## src/rtl/gshare_predictor.sv

```systemverilog
// Gshare branch predictor: PC-xor-history indexed table of saturating counters
// with resolve-time training and saturating branch/mispredict statistics.
module gshare_predictor #(
    parameter int unsigned ENTRIES = 64,
    parameter int unsigned CTR_W   = 2,
    parameter int unsigned HIST_W  = 4,
    parameter int unsigned STAT_W  = 16,
    localparam int unsigned IDX_W  = $clog2(ENTRIES)
) (
    input  logic              clk_i,
    input  logic              rst_i,
    input  logic [31:0]       lookup_pc_i,
    output logic              predict_o,
    output logic [IDX_W-1:0]  predict_idx_o,
    input  logic              update_i,
    input  logic [IDX_W-1:0]  update_idx_i,
    input  logic              update_pred_i,
    input  logic              result_i,
    output logic [STAT_W-1:0] stat_branches_o,
    output logic [STAT_W-1:0] stat_mispred_o
);

    // Bimodal mode keeps a 1-bit dummy history that is held at zero.
    localparam int unsigned GHR_W = (HIST_W > 0) ? HIST_W : 1;
    localparam logic [CTR_W-1:0]  CTR_RST  = CTR_W'((1 << (CTR_W - 1)) - 1);
    localparam logic [CTR_W-1:0]  CTR_MAX  = '1;
    localparam logic [STAT_W-1:0] STAT_MAX = '1;

    logic [CTR_W-1:0]  ctr_q [ENTRIES];
    logic [CTR_W-1:0]  ctr_d [ENTRIES];
    logic [GHR_W-1:0]  ghr_q, ghr_d;
    logic [STAT_W-1:0] branches_q, branches_d;
    logic [STAT_W-1:0] mispred_q, mispred_d;
    logic [IDX_W-1:0]  hist_idx;
    logic [IDX_W-1:0]  lookup_idx;
    logic              unused_pc;

    assign unused_pc = ^{lookup_pc_i[31:IDX_W+2], lookup_pc_i[1:0]};

    // Lookup path: combinational from current (pre-edge) state, no bypass.
    always_comb begin
        hist_idx = '0;
        if (HIST_W > 0) begin
            hist_idx = IDX_W'(ghr_q);
        end
        lookup_idx = lookup_pc_i[IDX_W+1:2] ^ hist_idx;
    end

    assign predict_idx_o   = lookup_idx;
    assign predict_o       = ctr_q[lookup_idx][CTR_W-1];
    assign stat_branches_o = branches_q;
    assign stat_mispred_o  = mispred_q;

    // Training and statistics for a resolved branch.
    always_comb begin
        ctr_d      = ctr_q;
        ghr_d      = ghr_q;
        branches_d = branches_q;
        mispred_d  = mispred_q;
        if (update_i) begin
            if (result_i) begin
                if (ctr_q[update_idx_i] != CTR_MAX) begin
                    ctr_d[update_idx_i] = ctr_q[update_idx_i] + CTR_W'(1);
                end
            end else if (ctr_q[update_idx_i] != '0) begin
                ctr_d[update_idx_i] = ctr_q[update_idx_i] - CTR_W'(1);
            end
            if (HIST_W > 0) begin
                ghr_d = GHR_W'({ghr_q, result_i});
            end
            if (branches_q != STAT_MAX) begin
                branches_d = branches_q + STAT_W'(1);
            end
            if ((update_pred_i != result_i) && (mispred_q != STAT_MAX)) begin
                mispred_d = mispred_q + STAT_W'(1);
            end
        end
    end

    always_ff @(posedge clk_i) begin
        if (rst_i) begin
            for (int i = 0; i < int'(ENTRIES); i++) begin
                ctr_q[i] <= CTR_RST;
            end
            ghr_q      <= '0;
            branches_q <= '0;
            mispred_q  <= '0;
        end else begin
            ctr_q      <= ctr_d;
            ghr_q      <= ghr_d;
            branches_q <= branches_d;
            mispred_q  <= mispred_d;
        end
    end

endmodule

```

## config.mk

```make
export PLATFORM = sky130hd
export DESIGN_NAME = gshare_predictor
export DESIGN_NICKNAME = d
export VERILOG_FILES = /design/src/rtl/gshare_predictor.sv
export SDC_FILE = /design/constraint.sdc
export NUM_CORES = 1
export LEC_CHECK = 0
export BUFFER_PORTS_ARGS = -buffer_cell sky130_fd_sc_hd__buf_2
export CELL_PAD_IN_SITES_DETAIL_PLACEMENT = 0
export CELL_PAD_IN_SITES_GLOBAL_PLACEMENT = 1
export CORE_MARGIN = 10
export CORE_UTILIZATION = 35
export CTS_CLUSTER_SIZE = 20
export DETAILED_ROUTE_END_ITERATION = 12
export GPL_TIMING_DRIVEN = 0
export PLACE_DENSITY = 0.69
export SYNTH_ARGS = -nofsm -noshare
export SYNTH_HDL_FRONTEND = slang
export SYNTH_SLANG_ARGS = --single-unit
```

## constraint.sdc

```tcl
create_clock -name clk_i -period 4.9 [get_ports clk_i]
set_input_delay 0.245 -clock clk_i [delete_from_list [all_inputs] [get_ports clk_i]]
set_output_delay 0.245 -clock clk_i [all_outputs]
set_load 0.01 [all_outputs]
```

==> results_dict.tcl <==
set metrics [dict create \
    status "finished clean" \
    crit_arrival_ps 5030 \
    worstPathCellList "buf_2 -> buf_2 -> inv_1 -> clkbuf_1 -> mux2i_4 -> nor2_1 -> or3_1 -> or3_1 -> ha_1 -> mux2i_1 -> nand3_1 -> nor3_1 -> buf_2 -> nand2_1 -> a211o_1" \
    pwr-share-seq_pct 43.4 \
    drtPass1Iterations 5 \
    ctsHoldBuffers 0 \
    slew-limit-headroom_pct 16.2 \
    place_inst 1352 \
    drc 0 \
    timing.reg2reg.setup_slack_ps 550 \
    cp_common_cell "buf_2" \
    avgRoutedWirePerCell_um 20.9 \
    ys_seq_area_share_pct 39.7 \
    leakage_nw 3.32 \
    grt_overflow 0 \
    diodes 0 \
    die_h_um 174 \
    critPathKind "input pin to flip-flop" \
    vias 7753 \
    synthFlopType "dfxtp_1" \
    start_kind "input pin" \
    final_nets 1099 \
    gp_congestion 0.927 \
    crit_path_top_delay_cell "clkbuf_1" \
    ant_nets 0 \
    syn_to_final_growth_pct 15.6 \
    core_um2 23300 \
    netlist.area_leader.share_pct 39.7 \
    num_rows 56 \
    io_pins 82 \
    drt_wl_total_um 29000 \
    pre_cts_ws_ps -263 \
    io_buffers 51 \
    cts_tree "yes" \
    synth_area_leader_cell "dfxtp_1" \
    setup_violations 0 \
    design_area_um2 9560 \
    holdWs_ps 228 \
    synth.net_count 1029 \
    rsz0062_at_grt "no" \
    cts_buffers 17 \
    syn_area_um2 8270 \
    hp-class "input pin to flip-flop" \
    initial_core_util_pct 35.4 \
    power_mw 3.11 \
    grt_pass1_vias 7321 \
    track_usage_pct 18.7 \
    fin_crit_ps 4700 \
    htreeDepth 4 \
    synth.top_cells.by_area "dfxtp_1 (40%), mux2i_1 (6.5%), nand2_1 (6.4%)" \
    end_kind "flip-flop" \
    whs_endpoint "ghr_q[0]" \
    min_period_over_period_pct 95.8 \
    finalClockSkew_ps 14.7 \
    slew_violations 0 \
    cts.clk_slew.worst_paths_ps 80 \
    multi_input_area_um2 4620 \
    cp_num_buf_inv 5 \
    dieArea_um2 30200 \
    required_ps 5230 \
    switchingPower_uw 939 \
    drive_above_1_share_pct 13.7 \
    cap_violations 0 \
    antenna_found_initial 0 \
    tightest_slew_ps 1250 \
    die_w_um 174 \
    fin_util_pct 41.0 \
    n_fill_cell 2401 \
    hpwlAfterDp_um 20900 \
    syn_inst 982 \
    ys_async_sr_fraction_pct 0 \
    layout.cells.non_filler 1384 \
    ctsRootBufferMaster "clkbuf_16" \
    slowest_delay_ps 770 \
    syn_area_per_cell_um2 8.42 \
    via_per_inst 5.60 \
    hold_path_depth 3 \
    layout.area.seq_um2 3280 \
    powerDensity_nw_per_um2 326 \
    ys_types 57 \
    p_sw_share_pct 30.2 \
    hold_viol 0 \
    max_freq_mhz 213 \
    p_comb_share_pct 10.6 \
    setup_ws_ps 204 \
    power_frac_clock_pct 46.0 \
    path_max_fanout 10 \
    clkLatencyLatePin_ps 450 \
    ff2ff_path_depth 12 \
    min_from "result_i" \
    grt_first_pass_wirelength_um 44100 \
    p_int_mw 2.17 \
    synth_seq_cells 164 \
    cts_buffer_depth 2 \
    tns_ps 0 \
    clock-sinks 164 \
    drt-initial-drc-count 697 \
    synth_warnings 0 \
    grt_start_max_net_pins 20 \
    peakVddDrop_uv 203 \
    crit_family "simple AND/OR/NAND/NOR gates" \
    placed_area_um2 8920 \
    synth_enable_flop_cells 0 \
]
[layer usage]
layer	up-vias	part of all wire [%]	global-route usage [%]
li1	3661	-	-
met1	3751	45	25.1
met2	304	46	29.9
met3	37	7.7	3.68
met4	0	1.6	5.27
met5	-	0	0
[synthesized netlist by cell type (2+ instances only)]
cell type / count
mux2i_1: 54
nand3b_1: 6
and3b_1: 2
ha_1: 4
nand3_1: 71
nand2b_1: 4
o2bb2ai_1: 2
and3_1: 5
a221oi_2: 2
nor4_1: 7
and4_1: 5
mux2_2: 10
or3_1: 8
nand4_1: 6
a22oi_1: 10
xor2_1: 13
o211ai_1: 4
xnor2_1: 14
and2_1: 4
buf_4: 5
o21ai_0: 39
mux4_2: 17
a21oi_1: 86
buf_2: 20
nor2_1: 103
a221oi_1: 8
nor3_1: 17
a211o_1: 42
clkbuf_1: 41
o22ai_1: 11
dfxtp_1: 164
buf_1: 2
o2111ai_1: 2
inv_1: 12
a22o_1: 2
nand2_1: 142
buf_6: 2
nor2b_1: 17
[worst reg2reg max path: stages (launching register included)]
cell and delay (ps):
dfxtp_1 310, mux4_1 540, mux2i_4 340, nor2_1 90, or3_1 390, or3_1 390, ha_1 210, mux2i_1 230
nand3_1 310, nor3_1 550, buf_2 410, nand2_1 160, a211o_1 320
[kinds of logic (layout without fill, tap and decap cells)]
group,count (synthesis),count (layout),share of synthesized area [%]
buf+inv,82,165,4.43
mux,84,84,13.3
xor+xnor,27,27,2.86
simple gates,403,403,22.2
flops,164,164,39.7
compound gates,218,218,16.9
fa+ha+maj,4,4,0.605
[power by group through the flow]
stage	clock network [mW]	logic [mW]	registers, mW
after global placement	0	0.324	1.38
final	1.43	0.330	1.35
after CTS	1.45	0.324	1.35
after detailed placement	0	0.323	1.38
after floorplan	0	0.200	1.38
after global routing	1.50	0.350	1.35
[cells in the final DEF (no fill, tap or decap), drive strengths merged, types with 7 or more instances in the layout]
cell type,count
nor2,103
o21ai,41
nor3,17
clkinv,7
mux2i,55
xor2,13
xnor2,14
o22ai,11
nor4,7
mux2,11
or3,8
nand2,142
a22oi,10
dfxtp,164
buf,80
a221oi,10
clkbuf,58
a211o,42
nor2b,17
nand3,71
a21oi,86
mux4,18
inv,19
[what timing repair did]
action / in CTS / in global routing
buffers inserted: 0 / 0
gates resized for setup: 0 / 1
setup endpoints to repair: 0 / 6
[worst max path at each step]
stage	startpoint	to	slack (ps)	cells past startpoint
floorplan	update_idx_i[1]	flip-flop	1300	15
global placement	update_idx_i[1]	flip-flop	-230	16
detailed placement	update_idx_i[1]	flip-flop	-260	16
CTS	update_idx_i[1]	flip-flop	170	16
global route	update_idx_i[1]	flip-flop	20	16
finish	update_idx_i[1]	flip-flop	200	15
[layout make-up]
type	count	area share [%]
multi-input combinational	736	48.4
sequential	164	34.4
buffer	70	3.37
tap	319	4.18
clock buffer	17	4.45
clock inverter	15	2.15
timing repair buffer	51	2.67
inverter	12	0.471
(Power assumes the default switching activity.)
